[config.mk]
export PLATFORM = sky130hd
export DESIGN_NAME = ws2812_pixel_source
export DESIGN_NICKNAME = d
export VERILOG_FILES = /design/src/rtl/ws2812_pixel_source.sv
export SDC_FILE = /design/constraint.sdc
export NUM_CORES = 1
export LEC_CHECK = 0
export ABC_AREA = 1
export ABC_CLOCK_PERIOD_IN_PS = 14250
export BUFFER_PORTS_ARGS = -buffer_cell sky130_fd_sc_hd__buf_2
export CAP_MARGIN = 15
export CORE_UTILIZATION = 55
export DETAILED_ROUTE_END_ITERATION = 6
export PLACE_DENSITY = 0.83
export SETUP_SLACK_MARGIN = 0.3
export SYNTH_ARGS = -nofsm -noshare
export SYNTH_HDL_FRONTEND = slang
export SYNTH_SLANG_ARGS = --single-unit
[constraint.sdc]
create_clock -name clk -period 14.25 [get_ports clk]
set_input_delay 1.425 -clock clk [delete_from_list [all_inputs] [get_ports clk]]
set_output_delay 1.425 -clock clk [all_outputs]
set_load 0.03 [all_outputs]
[src/rtl/ws2812_pixel_source.sv]
// Frame-paced pixel source for a WS2812 chain: holds an LED colour store and
// streams brightness-scaled GRB pixels to a downstream serializer each frame period.
module ws2812_pixel_source #(
    parameter int LED_NUM   = 8,
    parameter int CLK_FRE   = 27_000_000,
    parameter int FRAME_DIV = CLK_FRE / 100,
    localparam int AW       = (LED_NUM > 1) ? $clog2(LED_NUM) : 1
) (
    input  logic          clk,
    input  logic          reset,
    input  logic          enable,
    input  logic          wr_en,
    input  logic [AW-1:0] wr_addr,
    input  logic [23:0]   wr_data,
    input  logic [7:0]    brightness,
    output logic          pix_valid,
    input  logic          pix_ready,
    output logic [23:0]   pix_data,
    output logic          pix_last,
    output logic          frame_busy,
    output logic          frame_done
);

    localparam int TW = (FRAME_DIV > 1) ? $clog2(FRAME_DIV) : 1;
    localparam logic [AW-1:0] LAST_IDX  = AW'(LED_NUM - 1);
    localparam logic [TW-1:0] TIMER_MAX = TW'(FRAME_DIV - 1);

    typedef enum logic [1:0] {
        IDLE = 2'd0,
        LOAD = 2'd1,
        SEND = 2'd2
    } state_t;

    state_t          state;
    state_t          state_next;
    logic [TW-1:0]   timer;
    logic            tick;
    logic [AW-1:0]   index;
    logic [23:0]     pix_data_r;
    logic            pix_last_r;
    logic            frame_done_r;
    logic            accept;
    logic            wr_ok;
    logic [23:0]     stored_pixel;

    logic [23:0] mem [LED_NUM] = '{default: 24'd0};

    function automatic logic [7:0] scale(input logic [7:0] c, input logic [7:0] b);
        logic [16:0] p;
        p = {9'd0, c} * ({9'd0, b} + 17'd1);
        return 8'(p >> 8);
    endfunction

    // Store is not reset; a read in the write cycle returns the old word.
    assign wr_ok = (32'(wr_addr) < 32'(LED_NUM));

    always_ff @(posedge clk) begin
        if (wr_en && wr_ok) begin
            mem[wr_addr] <= wr_data;
        end
    end

    assign stored_pixel = mem[index];

    assign tick = (timer == TIMER_MAX);

    always_ff @(posedge clk) begin
        if (reset || tick) begin
            timer <= '0;
        end else begin
            timer <= timer + 1'b1;
        end
    end

    assign accept = (state == SEND) && pix_ready;

    always_ff @(posedge clk) begin
        if (reset) begin
            state <= IDLE;
        end else begin
            state <= state_next;
        end
    end

    // Ticks outside IDLE fall through here unused, so they are never queued.
    always_comb begin
        state_next = state;
        case (state)
            IDLE: if (tick && enable) state_next = LOAD;
            LOAD: state_next = SEND;
            SEND: if (pix_ready) state_next = (index == LAST_IDX) ? IDLE : LOAD;
            default: state_next = IDLE;
        endcase
    end

    always_ff @(posedge clk) begin
        if (reset) begin
            index        <= '0;
            pix_data_r   <= '0;
            pix_last_r   <= 1'b0;
            frame_done_r <= 1'b0;
        end else begin
            frame_done_r <= accept && (index == LAST_IDX);
            if (state == IDLE && state_next == LOAD) begin
                index <= '0;
            end else if (accept && index != LAST_IDX) begin
                index <= index + 1'b1;
            end
            if (state == LOAD) begin
                pix_data_r <= {scale(stored_pixel[23:16], brightness),
                               scale(stored_pixel[15:8],  brightness),
                               scale(stored_pixel[7:0],   brightness)};
                pix_last_r <= (index == LAST_IDX);
            end
        end
    end

    assign pix_valid  = (state == SEND);
    assign pix_data   = pix_data_r;
    assign pix_last   = pix_last_r;
    assign frame_busy = (state != IDLE);
    assign frame_done = frame_done_r;

endmodule

==> key figures, run 1 <==
Synthesis
  – Synth top area share: 35.3%
  – Cells after Synth: 1750
  – Synth Flop Type: edfxtp_1
  – Average size of a mapped cell: 9.33 um^2
  – Yosys warns: 0
  – Post-synth EDFFs: 192
  – Area leader, netlist: edfxtp_1
  – Sequential element share of the synthesized area: 41.8%
  – Post-synth top cells: nor2_1, inv_1, nand2_1
  – Unique masters post-synth: 48
  – Most common cell in the netlist: nor2_1
  – Mapped Nets: 2010
  – Synth Cell Area: 0.0163 mm^2
  – Yosys reg bits: 245
  – Area contributors post-synth: edfxtp_1, fa_1, ha_1
  – Asr flop ratio synth: 0%

Global routing
  – Vias in the first global route: 12600
  – Largest net degree at the start of global routing: 98
  – First-pass GRT wire length: 61000 um
  – Global route overflow: 0
  – Total Routing Usage GR: 25.1%
  – Initial antenna violation count: 3

Pwr
  – Tot Pwr: 2.14 mW
  – P_leak: 7.92 nW
  – P per Cell Area: 120 mW/mm^2
  – Worst VDD drop: 0.117 mV

Timing
  – Final hold violations: 0
  – Final Cycle Share: 48.0%
  – Rel. slew slack: 29.9%
  – Layout Skew: 12.6 ps
  – Minimum clock period: 6840 ps
  – Final setup viols: 0
  – Worst Tran Pin Value: 1050 ps
  – RSZ-0062 raised after global routing: no
  – Setup TNS Final: 0 ps
  – Max-slew violations: 0
  – FMAX: 146 MHz

Die
  – Die Footprint: 0.0304 mm^2
  – Die height: 174 um
  – Initial Utilization: 56.4%
  – DIE WIDTH: 174 um
  – Row Count: 62
  – Core outline area: 0.0289 mm^2
  – Num ports: 68

Clocking
  – Clock-pin slew on the worst setup and hold paths: 60 ps
  – Later-pin clock latency in the skew report: 540 ps
  – Root Buffer: clkbuf_16
  – CTS sink count: 245
  – Max H-tree Level: 1
  – CTS resizes: 0
  – Clk buf depth: 3
  – Post-CTS Setup Bufs: 0
  – Post-cts hold buffer count: 0
  – CTS tree: done
  – Clock buffer count from CTS: 25

Worst hold path
  – HP Start: timer[0]$_SDFF_PP0_
  – HP Class: reg2reg
  – Hold depth: 1

Cells and area
  – Reg area: 0.00683 mm^2
  – Non-filler instance count after layout: 2203
  – Post-route design area: 0.0178 mm^2
  – Footprint of the multi-input gates: 0.00819 mm^2
  – Nets: 2062
  – Final core utilization: 61.4%
  – Area grow syn2layout: 8.76%
  – Share of layout cells above drive strength 1: 9.52%
  – Fill cells: 2366

Drt
  – DR vias/cell: 5.61
  – Wirelength per Cell: 17.1 um
  – Via Count: 12400
  – DRC Markers: 0
  – First-pass DRT Iterations: 6
  – Post-DRT Antenna Nets: 0
  – Detailed Route WL: 37600 um
  – DRT iter0 DRCs: 1020

Setup path
  – Arr. time, crit path: 7270 ps
  – Crit path launch: brightness[0]
  – Worst EP required: 14680 ps
  – Reg2reg path depth: 22
  – Max Fanout on Critical Path: 21
  – Worst setup SP type: input pin
  – Element type at the critical path end: register
  – Max stage delay cell, worst path: clkinv_1
  – Crit-path cells: buf_2, ha_1, nand2_1, inv_1, nand2_1, xor2_1, clkinv_1, nor2_1, fa_1, fa_1, fa_1, fa_1, ha_1, a21oi_1, o21a_1, nor2_1, a2111oi_0, a21oi_1, nor2_1, nor2_1
  – Crit Path Category: in2reg
  – Worst path max stage delay: 660 ps

Placement
  – Dpl cells: 2159
  – DP HPWL: 26000 um
  – Gpl congestion: 0.937
  – Port Buf Inserts: 67
  – Post-Place Cell Area: 0.0170 mm^2

Status
  – Status: finished, final reports clean

Flow run
  – Max Cap Viol: 0
==> metrics by stage <==
stage / setup WS, ps / hold slack (ps)
3_5_place_dp: 6980 / 443
3_3_place_gp: 7140 / 426
6_report: 7410 / 455
5_1_grt: 7040 / 492
4_1_cts: 7530 / 457
2_1_floorplan: 8080 / 418
==> worst max-delay path, delay by kind of cell <==
kind | cells | cell delay, ps
AO/OA/AOI/OAI | 4 | 990
XOR/XNOR | 1 | 400
adder cells (fa/ha/maj) | 6 | 2650
buffers and inverters | 3 | 1100
AND/OR/NAND/NOR | 6 | 680
==> final timing paths <==
path | to | slack (ps)
worst min register to register | timer[0]$_SDFF_PP0_ | 450
worst max-delay path | pix_data[7]$_SDFFE_PP0N_ | 7410
worst min-delay path | timer[0]$_SDFF_PP0_ | 450
worst max register to register | pix_data[15]$_SDFFE_PP0N_ | 7780
==> per-layer routing <==
| metal | GRT usage (%) | wire length [um] | vias to the layer above |
|---|---|---|---|
| met5 | 0 | 22 | - |
| met1 | 31.3 | 15000 | 5951 |
| met4 | 8.70 | 1160 | 4 |
| met2 | 44.5 | 18700 | 521 |
| li1 | - | - | 5784 |
| met3 | 3.76 | 2770 | 106 |
==> logic make-up (layout without fill, tap and decap cells) <==
family / after synthesis / in the layout / synth area share (%)
adders and majority gates: 220 / 220 / 22.4
buffers and inverters: 331 / 398 / 8.19
and+or+nand+nor: 697 / 697 / 17.9
AOI/OAI and AO/OA: 233 / 233 / 8.47
DFF: 245 / 245 / 41.8
xor gates and xnor gates: 24 / 24 / 1.29
other: 0 / 2 / 0
==> report_power, final <==
part	total, mW	switching (mW)	internal (mW)	leakage [nW]
Clock	0.629	0.269	0.359	0.372
Sequential	0.794	0.00450	0.790	2.17
Combinational	0.717	0.457	0.260	5.37
Total	2.14	0.730	1.41	7.92
==> state kept, by name, summed over array words and instances (netlist names), named ones only <==
register and cells:
mem 192, pix_last 1, frame_done 1, pix_data 24
state 2, timer 19, index 3
==> cells in the final DEF, fill, tap and decap left out, types with 57 or more instances in the layout <==
master    synthesis  layout
nor2_1          331     322
o21ai_0         102     102
ha_1            100     100
buf_2             8      67
edfxtp_1        192     192
nand2_1         239     239
a21oi_1          57      57
inv_1           265     265
fa_1            120     120
nand3_1          64      64
==> area by class of cell <==
type | instances | area share (%)
diodes | 2 | 0.0282
clock buffers | 29 | 3.61
clock inverters | 13 | 0.782
inverters | 275 | 5.85
multi-input cells | 1174 | 46.1
flip-flops and latches | 245 | 38.4
well taps | 384 | 2.71
repair buffers | 81 | 2.48
(Power assumes the default switching activity.)
==> run 2, diff against run 1 <==
--- a/config.mk
+++ b/config.mk
@@ -6,7 +6,7 @@
 export NUM_CORES = 1
 export LEC_CHECK = 0
 export ABC_AREA = 1
-export ABC_CLOCK_PERIOD_IN_PS = 14250
+export ABC_CLOCK_PERIOD_IN_PS = 6900
 export BUFFER_PORTS_ARGS = -buffer_cell sky130_fd_sc_hd__buf_2
 export CAP_MARGIN = 15
 export CORE_UTILIZATION = 55
==> constraint.sdc (replaced) <==
create_clock -name clk -period 6.9 [get_ports clk]
set_input_delay 0.69 -clock clk [delete_from_list [all_inputs] [get_ports clk]]
set_output_delay 0.69 -clock clk [all_outputs]
set_load 0.03 [all_outputs]
==> run 2 against run 1 <==
Against the previous run:
- utilization rose by 0.57 points
- combinational power is 110% higher
- global-route usage is 0.28 points higher
- sequential share of layout area fell by 0.35 points
- first-iteration DRC count up 19%
- critical path depth down 1
- sequential power up 110%
- setup slack lost 6400 ps
- clock skew fell by 4.9 ps
- sequential cell count did not move
- worst hold slack got worse by 54 ps
==> key figures, run 2 (synthesis gave the netlist of run 1 again) <==
Timing
  – Final hold slack: 401 ps (was 455 ps)
  – Final setup viols: 0 (unchanged)
  – Setup TNS Final: 0 ps (unchanged)
  – Final hold violations: 0 (unchanged)
  – RSZ-0062 raised after global routing: no (unchanged)
  – FMAX: 171 MHz
  – Layout Skew: 7.70 ps (was 12.6 ps)
  – Final Cycle Share: 85.0%
  – Minimum clock period: 5860 ps
  – Rel. slew slack: 48.4% (was 29.9%)
  – Max-slew violations: 0 (unchanged)
  – Worst Tran Pin Value: 773 ps (was 1050 ps)

Drt
  – Wirelength per Cell: 17.1 um (about the same)
  – DR vias/cell: 5.60 (was 5.61)
  – Detailed Route WL: 37800 um (was 37600 um)
  – DRC Markers: 0 (unchanged)
  – Post-DRT Antenna Nets: 0 (unchanged)
  – First-pass DRT Iterations: 5 (was 6)
  – Via Count: 12400 (about the same)
  – DRT iter0 DRCs: 1212 (was 1020)

Cells and area
  – Share of layout cells above drive strength 1: 10.1% (was 9.52%)
  – Most common cell after layout, fill and taps aside: nor2_1 (unchanged)
  – Most frequent cells in the layout: nor2_1, inv_1, nand2_1 (unchanged)
  – Nets: 2069 (was 2062)
  – Non-filler instance count after layout: 2214 (was 2203)
  – Area grow syn2layout: 9.77% (was 8.76%)
  – Post-route design area: 0.0179 mm^2 (was 0.0178 mm^2)
  – Max reg flops: 192 (unchanged)
  – Most flop-heavy register: mem (unchanged)

Die
  – Die Footprint: 0.0304 mm^2 (unchanged)
  – DIE WIDTH: 174 um (unchanged)
  – Num ports: 68 (unchanged)
  – Row Count: 62 (unchanged)
  – Core outline area: 0.0289 mm^2 (unchanged)
  – Initial Utilization: 56.4% (unchanged)
  – Die height: 174 um (unchanged)

Global routing
  – Global route overflow: 0 (unchanged)
  – Vias in the first global route: 12500 (was 12600)
  – Initial antenna violation count: 2 (was 3)
  – First-pass GRT wire length: 61400 um (was 61000 um)
  – Total Routing Usage GR: 25.4% (was 25.1%)
  – Largest net degree at the start of global routing: 97 (was 98)

Clocking
  – CTS tree: done (unchanged)
  – CTS resizes: 0 (unchanged)
  – CTS sink count: 245 (unchanged)
  – Clk buf depth: 3 (unchanged)
  – Root Buffer: clkbuf_16 (unchanged)
  – Post-cts hold buffer count: 0 (unchanged)
  – Post-CTS Setup Bufs: 0 (unchanged)
  – Later-pin clock latency in the skew report: 550 ps (was 540 ps)
  – Max H-tree Level: 1 (unchanged)
  – Clock-pin slew on the worst setup and hold paths: 60 ps (about the same)
  – Clock buffer count from CTS: 26 (was 25)

Setup path
  – Worst R2R Setup Slack: 1040 ps (was 7780 ps)
  – Arr. time, crit path: 6300 ps (was 7270 ps)
  – Worst EP required: 7340 ps (was 14680 ps)
  – Crit Path Category: reg2reg (was in2reg)
  – Element type at the critical path end: register (unchanged)
  – Max Fanout on Critical Path: 96 (was 21)
  – Worst setup SP type: register (was input pin)

Pwr
  – Worst VDD drop: 0.218 mV (was 0.117 mV)
  – P_leak: 8.01 nW (was 7.92 nW)
  – P per Cell Area: 254 mW/mm^2 (was 120 mW/mm^2)
  – Tot Pwr: 4.56 mW (was 2.14 mW)

Placement
  – Dpl cells: 2165 (was 2159)
  – DP HPWL: 26000 um (about the same)
  – Post-Place Cell Area: 0.0170 mm^2 (about the same)
  – Port Buf Inserts: 67 (unchanged)
  – Gpl congestion: 0.955 (was 0.937)

Worst hold path
  – HP Class: in2reg (was reg2reg)

Status
  – Status: finished, final reports clean (unchanged)

Flow run
  – Max Cap Viol: 0 (unchanged)
[run 2: final timing paths]
kind	start	to	cells after the start
setup / recovery	register	pix_data[7]$_SDFFE_PP0N_	19
hold / removal	pix_ready	frame_done$_SDFF_PP0_	3
setup reg to reg	register	pix_data[7]$_SDFFE_PP0N_	19
hold reg to reg	timer[0]$_SDFF_PP0_	timer[0]$_SDFF_PP0_	1
[run 2: report_power, final]
group	switching (mW)	internal (mW)	total, mW
combinational	0.948	0.544	1.49
sequential	0.00932	1.63	1.64
clock	0.579	0.847	1.43
[run 2: critical path: stages (launching register included)]
cell and delay (ps):
dfxtp_2 450, inv_6 540, o21ai_0 190, o221ai_1 260, nand2_1 310, inv_1 210
nand2_1 100, fa_1 500, fa_1 540, fa_1 520, fa_1 540, inv_1 40
ha_1 360, nand2_1 140, o21a_1 180, nor2_1 50, a2111oi_0 450, a21oi_1 140
nor2_1 120, nor2_1 40
[run 2: layout make-up]
class | instances | area, um^2
fill | 2247 | 11000
multi-input combinational | 1174 | 8190
sequential | 245 | 6830
inverter | 275 | 1040
clock buffer | 29 | 662
timing repair buffer | 87 | 498
tap | 384 | 480
clock inverter | 19 | 228
antenna | 1 | 2.50
[run 2: routing by layer]
layer	global-route usage, %	vias to the layer above	part of all wire, %
li1	-	5804	-
met1	32.2	5974	39
met2	44.1	516	49
met3	3.78	113	8.1
met4	9.28	2	3.3
met5	0	-	0.029
[run 2: through the flow]
stage	worst slack [ps]	utilization (%)
finish	1040	61.9
detailed placement	890	58.9
global route	641	61.9
CTS	1130	61.9
global placement	1030	58.9
floorplan	1470	-
==> run 3, diff against run 2 <==
--- a/config.mk
+++ b/config.mk
@@ -6,12 +6,12 @@
 export NUM_CORES = 1
 export LEC_CHECK = 0
 export ABC_AREA = 1
-export ABC_CLOCK_PERIOD_IN_PS = 6900
+export ABC_CLOCK_PERIOD_IN_PS = 5250
 export BUFFER_PORTS_ARGS = -buffer_cell sky130_fd_sc_hd__buf_2
 export CAP_MARGIN = 15
 export CORE_UTILIZATION = 55
 export DETAILED_ROUTE_END_ITERATION = 6
-export PLACE_DENSITY = 0.83
+export PLACE_DENSITY = 0.86
 export SETUP_SLACK_MARGIN = 0.3
 export SYNTH_ARGS = -nofsm -noshare
 export SYNTH_HDL_FRONTEND = slang
==> constraint.sdc (replaced) <==
create_clock -name clk -period 5.25 [get_ports clk]
set_input_delay 0.525 -clock clk [delete_from_list [all_inputs] [get_ports clk]]
set_output_delay 0.525 -clock clk [all_outputs]
set_load 0.03 [all_outputs]
==> run 3 against run 2 <==
Against the previous run:
- the flow now finishes with violations (DRC)
- non-clock buffer count increased by 83
- sequential cell count unchanged
- final area rose by 7.6%
==> key figures, run 3 (synthesis gave the netlist of run 1 again) <==
Timing
  – Max-slew violations: 0 (unchanged)
  – Layout Skew: 16.8 ps (was 7.70 ps)
  – Final hold violations: 0 (unchanged)
  – RSZ-0062 raised after global routing: yes (was no)
  – FMAX: 200 MHz (was 171 MHz)
  – Worst Tran Pin Value: 663 ps (was 773 ps)
  – Final setup viols: 0 (unchanged)
  – Final Cycle Share: 95.0% (was 85.0%)
  – Rel. slew slack: 55.8% (was 48.4%)
  – Minimum clock period: 4990 ps (was 5860 ps)

Setup path
  – Worst setup SP type: register (unchanged)
  – Max stage delay cell, worst path: fa_2 (was inv_6)
  – Arr. time, crit path: 5440 ps (was 6300 ps)
  – Worst R2R Setup Slack: 260 ps (was 1040 ps)
  – Element type at the critical path end: register (unchanged)
  – Worst EP required: 5700 ps (was 7340 ps)
  – Worst path max stage delay: 550 ps (was 540 ps)
  – Critical Path Most Common Cell: nor2_1 (was fa_1)
  – RR Endpoint: pix_data[7]$_SDFFE_PP0N_ (unchanged)
  – Crit Path Category: reg2reg (unchanged)
  – Reg2reg path depth: 21 (was 19)
  – Crit-path cells: buf_12, clkinv_8, o21ai_1, o221ai_2, nand2_2, buf_4, nor2_1, fa_1, inv_1, fa_2, inv_1, fa_1, fa_2, ha_4, a21oi_2, o21a_1, nor2_1, a2111oi_2, a21oi_1, nor2_1, nor2_1 (was inv_6, o21ai_0, o221ai_1, nand2_1, inv_1, nand2_1, fa_1, fa_1, fa_1, fa_1, inv_1, ha_1, nand2_1, o21a_1, nor2_1, a2111oi_0, a21oi_1, nor2_1, nor2_1)
  – Max Fanout on Critical Path: 28 (was 96)

Cells and area
  – Most flop-heavy register: mem (unchanged)
  – Area grow syn2layout: 18.2% (was 9.77%)
  – Fill cells: 2044 (was 2247)
  – Post-route design area: 0.0193 mm^2 (was 0.0179 mm^2)
  – Share of layout cells above drive strength 1: 20.7% (was 10.1%)
  – Most common cell after layout, fill and taps aside: nor2_1 (unchanged)
  – Nets: 2153 (was 2069)
  – Final core utilization: 66.7% (was 61.9%)
  – Max reg flops: 192 (unchanged)
  – Most frequent cells in the layout: nor2_1, inv_1, nand2_1 (unchanged)
  – Non-filler instance count after layout: 2297 (was 2214)

Global routing
  – GR Util met2: 48.5% (was 44.1%)
  – Initial antenna violation count: 1 (was 2)
  – Busiest grt layer: met2 (unchanged)
  – Met3 GRT Util: 4.48% (was 3.78%)
  – First-pass GRT wire length: 65700 um (was 61400 um)
  – Largest net degree at the start of global routing: 45 (was 97)
  – Vias in the first global route: 13300 (was 12500)
  – Global route overflow: 0 (unchanged)
  – Total Routing Usage GR: 27.2% (was 25.4%)
  – Met1 Use GR: 32.9% (was 32.2%)

Pwr
  – Worst VDD drop: 0.348 mV (was 0.218 mV)
  – P_leak: 8.46 nW (was 8.01 nW)
  – P per Cell Area: 329 mW/mm^2 (was 254 mW/mm^2)
  – Tot Pwr: 6.35 mW (was 4.56 mW)

Drt
  – Via Count: 13100 (was 12400)
  – Detailed Route WL: 42000 um (was 37800 um)
  – First-pass DRT Iterations: 7 (was 5)
  – Post-DRT Antenna Nets: 0 (unchanged)
  – DR vias/cell: 5.69 (was 5.60)
  – DRT iter0 DRCs: 1390 (was 1212)
  – DRC Markers: 10 (was 0)
  – Wirelength per Cell: 18.3 um (was 17.1 um)

Die
  – Initial Utilization: 56.4% (unchanged)
  – Num ports: 68 (unchanged)
  – Die Footprint: 0.0304 mm^2 (unchanged)
  – DIE WIDTH: 174 um (unchanged)
  – Core outline area: 0.0289 mm^2 (unchanged)
  – Die height: 174 um (unchanged)
  – Row Count: 62 (unchanged)

Placement
  – DP HPWL: 27600 um (was 26000 um)
  – Port Buf Inserts: 67 (unchanged)
  – Post-Place Cell Area: 0.0175 mm^2 (was 0.0170 mm^2)
  – Gpl congestion: 0.953 (was 0.955)
  – Dpl cells: 2212 (was 2165)

Clocking
  – Clock buffer count from CTS: 26 (unchanged)
  – CTS sink count: 245 (unchanged)
  – Max H-tree Level: 1 (unchanged)
  – Post-cts hold buffer count: 0 (unchanged)
  – CTS tree: done (unchanged)
  – Clock-pin slew on the worst setup and hold paths: 70 ps (was 60 ps)
  – Root Buffer: clkbuf_16 (unchanged)
  – Clk buf depth: 3 (unchanged)
  – Later-pin clock latency in the skew report: 560 ps (was 550 ps)

Worst hold path
  – Hold depth: 4 (was 3)
  – HP Class: in2reg (unchanged)
  – Hold path endpoint: state[1]$_SDFF_PP0_ (was frame_done$_SDFF_PP0_)
  – HP Start: pix_ready (unchanged)

Status
  – Failing checks: DRC
  – Status: finished with violations (was finished, final reports clean)

Flow run
  – Max Cap Viol: 0 (unchanged)
[run 3: cell types whose count changed in the layout (fill, tap and decap cells not counted), sizes merged]
cell      delta
buf         +83
bufinv       -4
clkinv       +3
inv          -2
clkbuf       +2
clkinvlp     +1
[run 3: area by class of cell]
class	count	area (um^2)	area share [%]
timing repair buffer	170	1350	6.98
timing repair inverter	1	16.3	0.0843
multi-input combinational	1174	8760	45.4
inverter	275	1070	5.54
antenna	1	2.50	0.0130
clock buffer	31	669	3.47
tap	384	480	2.49
clock inverter	16	119	0.616
sequential	245	6830	35.4
[run 3: timing repair]
action                                  CTS  global route
pin swaps                                 8            71
endpoints found under the setup margin   13            24
cloned                                    4             0
gates resized for setup                  28           172
setup buffers                            16            17
hold endpoints to repair                  0             0
[run 3: metrics by stage]
step	TNS [ps]	worst slack, ps	hold slack [ps]
after detailed placement	-116	-42.1	439
after global placement	0	87.4	427
final	0	261	223
after CTS	0	274	217
after floorplan	0	320	418
after global routing	-11.0	-11.0	228
[run 3: worst max-delay path, delay by kind of cell, from the launching register on]
family,cells,cell delay [ps]
and+or+nand+nor,5,420
buffers and inverters,5,600
AOI/OAI and AO/OA,6,1260
adders and majority gates,5,2230
DFF,1,370
[run 3: worst max path at each step]
stage	end	slack, ps	depth (start not counted)
after floorplan	pix_data[15]$_SDFFE_PP0N_	320	22
after global placement	pix_data[22]$_SDFFE_PP0N_	90	23
after detailed placement	pix_data[15]$_SDFFE_PP0N_	-40	22
after CTS	pix_data[15]$_SDFFE_PP0N_	270	23
after global routing	pix_data[7]$_SDFFE_PP0N_	-10	24
final	pix_data[7]$_SDFFE_PP0N_	260	21
[run 3: report_power, final]
group	internal (mW)	leakage (nW)	switching (mW)
combinational	1.02	5.92	1.48
sequential	2.14	2.17	0.0147
clock	0.920	0.371	0.772
[run 3: per-layer routing]
metal | share of wire [%] | wire (um)
met2 | 50 | 21000
met1 | 37 | 15400
met4 | 4.0 | 1670
met5 | 0 | 0
met3 | 9.1 | 3820
